## config.mk

```make
export PLATFORM = sky130hd
export DESIGN_NAME = line_clear_engine
export DESIGN_NICKNAME = d
export VERILOG_FILES = /design/src/rtl/line_clear_engine.sv
export SDC_FILE = /design/constraint.sdc
export NUM_CORES = 1
export LEC_CHECK = 0
export BUFFER_PORTS_ARGS = -buffer_cell sky130_fd_sc_hd__buf_4
export CORE_MARGIN = 5
export CORE_UTILIZATION = 51
export CTS_CLUSTER_SIZE = 12
export DETAILED_ROUTE_END_ITERATION = 10
export GPL_TIMING_DRIVEN = 1
export PLACE_DENSITY = 0.87
export SLEW_MARGIN = 25
export SYNTH_ARGS = -nofsm -noshare
export SYNTH_HDL_FRONTEND = slang
export SYNTH_SLANG_ARGS = --single-unit
```

## constraint.sdc

```tcl
create_clock -name CLOCK_50 -period 2.7 [get_ports CLOCK_50]
set_clock_uncertainty 0.2 [all_clocks]
set_input_delay 0.135 -clock CLOCK_50 [delete_from_list [all_inputs] [get_ports CLOCK_50]]
set_output_delay 0.135 -clock CLOCK_50 [all_outputs]
set_load 0.01 [all_outputs]
```

## src/rtl/line_clear_engine.sv

```systemverilog
// Post-lock line clear: scans the map bottom-up, drops full rows, compacts
// the survivors downward, zero-fills the top and reports lines/score.
module line_clear_engine #(
    parameter int ROWS   = 20,
    parameter int COLS   = 10,
    parameter int CELL_W = 5
) (
    input  logic                   CLOCK_50,
    input  logic                   reset,
    input  logic                   start,
    output logic                   busy,
    output logic [4:0]             rd_row,
    input  logic [COLS*CELL_W-1:0] rd_data,
    output logic                   wr_en,
    output logic [4:0]             wr_row,
    output logic [COLS*CELL_W-1:0] wr_data,
    output logic                   done,
    output logic [4:0]             lines_cleared,
    output logic [10:0]            score_add
);

    localparam logic [4:0]        LAST_ROW   = 5'(ROWS - 1);
    localparam logic [CELL_W-1:0] MAX_LOCKED = CELL_W'(9);

    typedef enum logic [2:0] {S_IDLE, S_READ, S_EVAL, S_FILL, S_DONE} state_t;

    state_t                  r_state;
    logic [4:0]              r_src;
    logic [4:0]              r_dst;
    logic [4:0]              r_cnt;
    logic                    r_busy;
    logic [4:0]              r_rd_row;
    logic                    r_wr_en;
    logic [4:0]              r_wr_row;
    logic [COLS*CELL_W-1:0]  r_wr_data;
    logic                    r_done;
    logic [4:0]              r_lines;
    logic [10:0]             r_score;

    logic                    w_row_full;
    logic [CELL_W-1:0]       w_cell;
    logic [10:0]             w_score;

    // A row is full only if every cell holds a locked code (1..9).
    always_comb begin
        w_row_full = 1'b1;
        w_cell     = '0;
        for (int unsigned c = 0; c < COLS; c++) begin
            w_cell = rd_data[c*CELL_W +: CELL_W];
            if ((w_cell == '0) || (w_cell > MAX_LOCKED)) begin
                w_row_full = 1'b0;
            end
        end
    end

    always_comb begin
        case (r_cnt)
            5'd0:    w_score = 11'd0;
            5'd1:    w_score = 11'd40;
            5'd2:    w_score = 11'd100;
            5'd3:    w_score = 11'd300;
            default: w_score = 11'd1200;
        endcase
    end

    // rd_row is loaded on entry to READ so a one-cycle-latency map read
    // presents the row during EVAL.
    always_ff @(posedge CLOCK_50) begin
        if (reset) begin
            r_state   <= S_IDLE;
            r_src     <= LAST_ROW;
            r_dst     <= LAST_ROW;
            r_cnt     <= '0;
            r_busy    <= 1'b0;
            r_rd_row  <= '0;
            r_wr_en   <= 1'b0;
            r_wr_row  <= '0;
            r_wr_data <= '0;
            r_done    <= 1'b0;
            r_lines   <= '0;
            r_score   <= '0;
        end else begin
            r_wr_en <= 1'b0;
            r_done  <= 1'b0;
            case (r_state)
                S_IDLE: begin
                    if (start) begin
                        r_cnt    <= '0;
                        r_src    <= LAST_ROW;
                        r_dst    <= LAST_ROW;
                        r_rd_row <= LAST_ROW;
                        r_busy   <= 1'b1;
                        r_state  <= S_READ;
                    end
                end
                S_READ: begin
                    r_rd_row <= r_src;
                    r_state  <= S_EVAL;
                end
                S_EVAL: begin
                    if (w_row_full) begin
                        r_cnt <= r_cnt + 5'd1;
                    end else begin
                        if (r_dst != r_src) begin
                            r_wr_en   <= 1'b1;
                            r_wr_row  <= r_dst;
                            r_wr_data <= rd_data;
                        end
                        r_dst <= r_dst - 5'd1;
                    end
                    if (r_src == '0) begin
                        r_state <= (w_row_full || (r_cnt != '0)) ? S_FILL : S_DONE;
                    end else begin
                        r_src    <= r_src - 5'd1;
                        r_rd_row <= r_src - 5'd1;
                        r_state  <= S_READ;
                    end
                end
                S_FILL: begin
                    // dst ends the scan at cnt-1, so filling down to row 0 writes exactly cnt rows.
                    r_wr_en   <= 1'b1;
                    r_wr_row  <= r_dst;
                    r_wr_data <= '0;
                    r_dst     <= r_dst - 5'd1;
                    if (r_dst == '0) begin
                        r_state <= S_DONE;
                    end
                end
                S_DONE: begin
                    r_done  <= 1'b1;
                    r_busy  <= 1'b0;
                    r_lines <= r_cnt;
                    r_score <= w_score;
                    r_state <= S_IDLE;
                end
                default: r_state <= S_IDLE;
            endcase
        end
    end

    assign busy          = r_busy;
    assign rd_row        = r_rd_row;
    assign wr_en         = r_wr_en;
    assign wr_row        = r_wr_row;
    assign wr_data       = r_wr_data;
    assign done          = r_done;
    assign lines_cleared = r_lines;
    assign score_add     = r_score;

endmodule

```

Word-level counts from Yosys, hierarchy flattened
Cells that the tools add are included.
{"block": "word_totals", "ff_bits": 97, "output_inout_bits": 79, "elab_cells": 114}
{"block": "op_classes", "n_addsub": 3, "order_cmp": 10, "n_eq_ne": 14, "mux": 37, "n_reduce_logical": 38}
{"op": "$mux W50", "count": 2}
{"op": "$pmux W50 S2", "count": 1}
{"op": "$logic_not A5 Y1", "count": 13}
{"op": "$gt A5 B4 Y1 const B", "count": 10}
{"op": "$pmux W11 S4", "count": 1}
{"op": "$mux W5", "count": 7}
{"op": "$pmux W5 S2", "count": 3}
{"op": "$pmux W5 S3", "count": 2}
{"op": "$reduce_and A3 Y1", "count": 5}
{"op": "$mux W1", "count": 14}
{"op": "$mux W3", "count": 4}
{"op": "$ne A2 B2 Y1 const B", "count": 6}
{"op": "$pmux W3 S4", "count": 1}
{"op": "$logic_or A1 B1 Y1", "count": 11}
{"op": "$eq A5 B2 Y1 const B", "count": 2}
{"op": "$sub A5 B1 Y5 const B", "count": 2}
{"op": "$eq A3 B2 Y1 const B", "count": 2}
{"op": "$reduce_bool A2 Y1", "count": 3}
{"op": "$reduce_bool A3 Y1", "count": 2}
{"op": "$add A5 B1 Y5 const B", "count": 1}
{"op": "$eq A5 B1 Y1 const B", "count": 1}
{"op": "$ne A5 B5 Y1", "count": 1}
{"op": "$reduce_bool A5 Y1", "count": 1}
{"op": "$pmux W1 S2", "count": 2}
{"op": "other kinds (4)", "count": 5}

Depth between registers and ports, before layout
{"block": "logic_depth", "depth_word": 16, "ltp_mapped": 9, "ltp_nobuf": 8}

Worst setup path after synthesis
No wires, ideal clock.
{"block": "synth_path", "path_type": "register to register", "from": "reg r_src[0]", "to": "reg r_src[1]", "setup_time_ns": 0.123, "t_arrival_ns": 2.000, "path_slack_ns": 0.377, "stages_incl_launch_ff": 10, "cell_sequence": "dfxtp_1 > clkbuf_1 > inv_1 > ha_1 > nor3b_1 > and3b_1 > or2_2 > nor2_1 > a22oi_1 > or2_2"}
{"block": "synth_between", "elab_chain_len": 3}
{"item": "start: declaration", "line": "28", "rtl": "logic [4:0] r_src;"}
{"item": "start signal: assignment", "line": "114", "rtl": "r_src <= r_src - 5'd1;"}
{"item": "$sub A5 B1 Y5 / $logic_not A5 Y1 (equally long branches)", "line": "114, 111"}
{"item": "$mux W5 / $ne A2 B2 Y1 (equally long branches)"}
{"item": "$pmux W5 S2 / $reduce_and A3 Y1 (equally long branches)"}
Parallel ways exist; a longest one is shown, timed or not. The select of a mux whose other input is x is not followed.
A chain may end at the register's enable or synchronous reset.

Worst setup path after layout
{"block": "layout_path", "from": "in rd_data[41]", "to": "reg r_wr_data[5], in the netlist wr_data[5]"}
{"block": "layout_between", "elab_chain_len": 6}
{"item": "start: declaration", "line": "13", "rtl": "input logic [COLS*CELL_W-1:0] rd_data,"}
{"item": "$gt A5 B4 Y1 / $logic_not A5 Y1 (equally long branches)", "line": "50", "rtl": "if ((w_cell == '0) || (w_cell > MAX_LOCKED)) begin"}
{"item": "$logic_or A1 B1 Y1 (*)", "line": "50"}
{"item": "$mux W1 (*) (2 in series)", "line": "50"}
{"item": "$ne A2 B2 Y1 (no line) (*)"}
{"item": "$reduce_and A3 Y1 (no line) (*)"}
{"item": "end signal: assignment", "line": "107", "rtl": "r_wr_data <= rd_data;"}
{"item": "end: declaration", "line": "35", "rtl": "logic [COLS*CELL_W-1:0] r_wr_data;"}
Mark *: on every way between the ends. The rest lies on a longest branch, timed or not.

==> flow_summary_export.csv <==
group,metric,value,unit
setup_path,critPathMaxStageDelay,0.65,ns
clocking,clk_pin_slew,0.08,ns
setup_path,cp.required,2.71,ns
logic_synthesis,synth_top_cell_by_area,"dfxtp_1",
setup_path,r2r-start,"r_src[0]$_SDFFE_PP1P_",
setup_path,r2r_setup_slack,0.26,ns
logic_synthesis,synth_area,4051,µm²
setup_path,path_max_fanout,25,
logic_synthesis,synth-async-reset-ratio,0,%
logic_synthesis,yosysMostFrequentCell,"dfxtp_1",
floorplanning,die_h,99.13,µm
cells_and_area,final_layout_size_suffix_gt1_share,25.64,%
clocking,htree_levels,3,
place,hpwl,7.851,mm
global_route,antenna_found_initial,1,
setup_path,crit_type,"input pin to register",
detailed_routing,drtAntennaViolNets,0,
cells_and_area,area_growth,43.67,%
timing,min_period_over_period,95.62,%
clocking,root_buffer,"clkbuf_8",
detailed_routing,wire_per_inst,16.51,µm
logic_synthesis,yosysUniqueCellTypes,49,
setup_path,slowest_stage,"or4_2",
clocking,tritoncts,"yes",
cells_and_area,layout.nets,684,
timing,drv_slew,0,
clocking,numCtsBuffers,9,
timing,slew_headroom,55.37,%
detailed_routing,dr.first_iter.drc_count,170,
detailed_routing,drtPass1Iterations,5,
floorplanning,pin_count,132,
global_route,grt_max_degree,51,
setup_path,arrival,2.59,ns
floorplanning,core,7727,µm²
timing,period_minus_slack,2.582,ns
logic_synthesis,synth_cells,449,
global_route,overflow,0,
floorplanning,die_w,99.13,µm
place,dp_slack,0.2853,ns
setup_path,r2r_cells,8,
clocking,clock-sinks,92,
timing,setup_ws,0.1183,ns
logic_synthesis,yosysWarnings,0,
pwr,peakVddDrop,346.2,µV
global_route,grt_pass1_vias,3981,
setup_path,rr_endpoint,"r_src[1]$_SDFFE_PP1P_",
min_path,hp-start,"score_add[3]$_SDFFE_PP0P_",
min_path,holdPathStages,2,
clocking,clkLatencyLatePin,0.35,ns
timing,setup_viol_count_final,0,
status,status,"complete, no violations",
place,place_inst,662,
timing,hold_viol,0,
timing,finalSetupTns,0,ns
logic_synthesis,synthFlopType,"dfxtp_1",
logic_synthesis,synth_common_cells,"92 x dfxtp_1, 80 x nor2_1, 55 x mux2i_1, 28 x nand2_1, 21 x a21oi_1",
logic_synthesis,synth_edf_count,0,
place,portBuffers,128,
setup_path,worstPathCellList,"dlygate4sd3_1 > buf_4 > or4_2 > nand4_1 > nor4_4 > a21oi_4 > buf_12 > mux2i_1 > nor2_1",
logic_synthesis,yosysSeqAreaShare,45.46,%
logic_synthesis,synth.avg_cell_area,9.023,µm²
floorplanning,initial_utilization,52.43,%
cells_and_area,fin_cells,733,
timing,fmax,387.3,MHz
min_path,whs_endpoint,"score_add[3]$_SDFFE_PP0P_",
timing,whs,0.2561,ns
pwr,powerDensity,452.2,nW/µm²
floorplanning,die-area,9827,µm²
global_route,grt_pass1_wl,19.01,mm
place,gp_congestion,0.8256,
logic_synthesis,yosysTopAreaCellShare,45.46,%
pwr,p_leak,0.002389,µW
detailed_routing,vias,3998,
timing,tightest_slew,0.6644,ns
logic_synthesis,synth-seq-cells,92,
floorplanning,fp-row-count,32,
clocking,post_cts_buffers,0,
global_route,gr-usage-all-layers,23.75,%
logic_synthesis,synthTopCellsByArea,"dfxtp_1 45%, mux2i_1 14%, nor2_1 7.4%, a21oi_1 2.6%, nand2_1 2.6%",
run,cap_viol_max_count,0,
setup_path,critPathCaptureType,"register",
min_path,hold_class,"register to register",
detailed_routing,via_per_inst,5.454,
setup_path,crit_family,"simple AND/OR/NAND/NOR gates",
detailed_routing,remaining_drc_errors,0,
setup_path,start_kind,"input pin",
clocking,cts_max_path_buffers,2,
timing,rsz0062_at_grt,"true",
detailed_routing,wl,12.10,mm
cells_and_area,utilization,75.32,%
setup_path,cp_num_buf_inv,3,
## sequential cells by signal, summed over array words and instances (netlist names)
name and cells:
wr_data 50, score_add 6, lines_cleared 5, r_cnt 5, r_dst 5, r_src 5, rd_row 5, wr_row 5
r_state 3, busy 1, done 1, wr_en 1
## per-stage QoR
step                      power [µW]  area (µm²)
final                           2632        5821
after global routing            2728        5816
after CTS                       2638        5784
after detailed placement        1710        5080
after global placement          1700        5080
after floorplan                 1569        4059
## layer usage
metal,up-vias,part of all wire [%],GRT usage (%)
li1,1918,-,-
met2,149,52,42.92
met5,-,0,0
met3,37,5.0,3.997
met4,0,3.6,13.34
met1,1894,39,26.21
## cells by family after synthesis
kind of cell	Yosys count	synth area share (%)
and+or+nand+nor	180	21.80
other	1	0.09256
DFF	92	45.46
muxes	55	13.59
buffers and inverters	38	4.447
AOI/OAI and AO/OA	69	10.93
adders and majority gates	7	2.162
xor gates and xnor gates	7	1.513
## worst max-delay path by stage
stage / from / to / slack (ns) / cells after the start
2_1_floorplan: r_src[0]$_SDFFE_PP1P_ / r_src[1]$_SDFFE_PP1P_ / 0.38 / 9
3_3_place_gp: rd_data[41] / wr_data[21]$_SDFFE_PP0P_ / 0.35 / 8
3_5_place_dp: rd_data[41] / wr_data[32]$_SDFFE_PP0P_ / 0.29 / 8
4_1_cts: rd_data[41] / wr_data[10]$_SDFFE_PP0P_ / 0.11 / 9
5_1_grt: rd_data[41] / r_cnt[4]$_SDFFE_PP0P_ / -0.01 / 8
6_report: rd_data[41] / wr_data[5]$_SDFFE_PP0P_ / 0.12 / 9
## worst min-delay path, stage by stage, from the launching register on
cell and delay [ns]:
dfxtp_1 0.32, nand2_1 0.05, a21oi_1 0.05
## layout make-up
type / instances / area, µm²
fill: 525 / 1907
inverter: 12 / 45.04
sequential: 92 / 1842
clock inverter: 2 / 35.03
tap: 102 / 127.6
clock buffer: 13 / 148.9
multi-input combinational: 321 / 2043
antenna: 3 / 7.507
timing repair buffer: 188 / 1572
## repair_timing
action | in CTS | in global routing
hold buffers | 52 | 0
hold endpoints to repair | 57 | 0
setup endpoints to repair | 0 | 26
gates resized for setup | 0 | 2
## power breakdown
| part | switching [µW] | internal [µW] |
|---|---|---|
| Sequential | 19.6 | 1380 |
| Combinational | 168 | 184 |
| Clock | 434 | 449 |
| Total | 621 | 2010 |
## cells in the final DEF (no fill, tap or decap), types with 10 or more instances in the layout
cell type,instances
clkbuf_8,10
inv_1,12
dlygate4sd3_1,52
nor3_1,11
o21ai_0,18
nor2_1,80
or4_1,10
mux2i_1,55
nand2b_1,12
nand4_1,10
dfxtp_1,92
buf_4,134
nand2_1,28
a21oi_1,21
(Power assumes the default switching activity.)
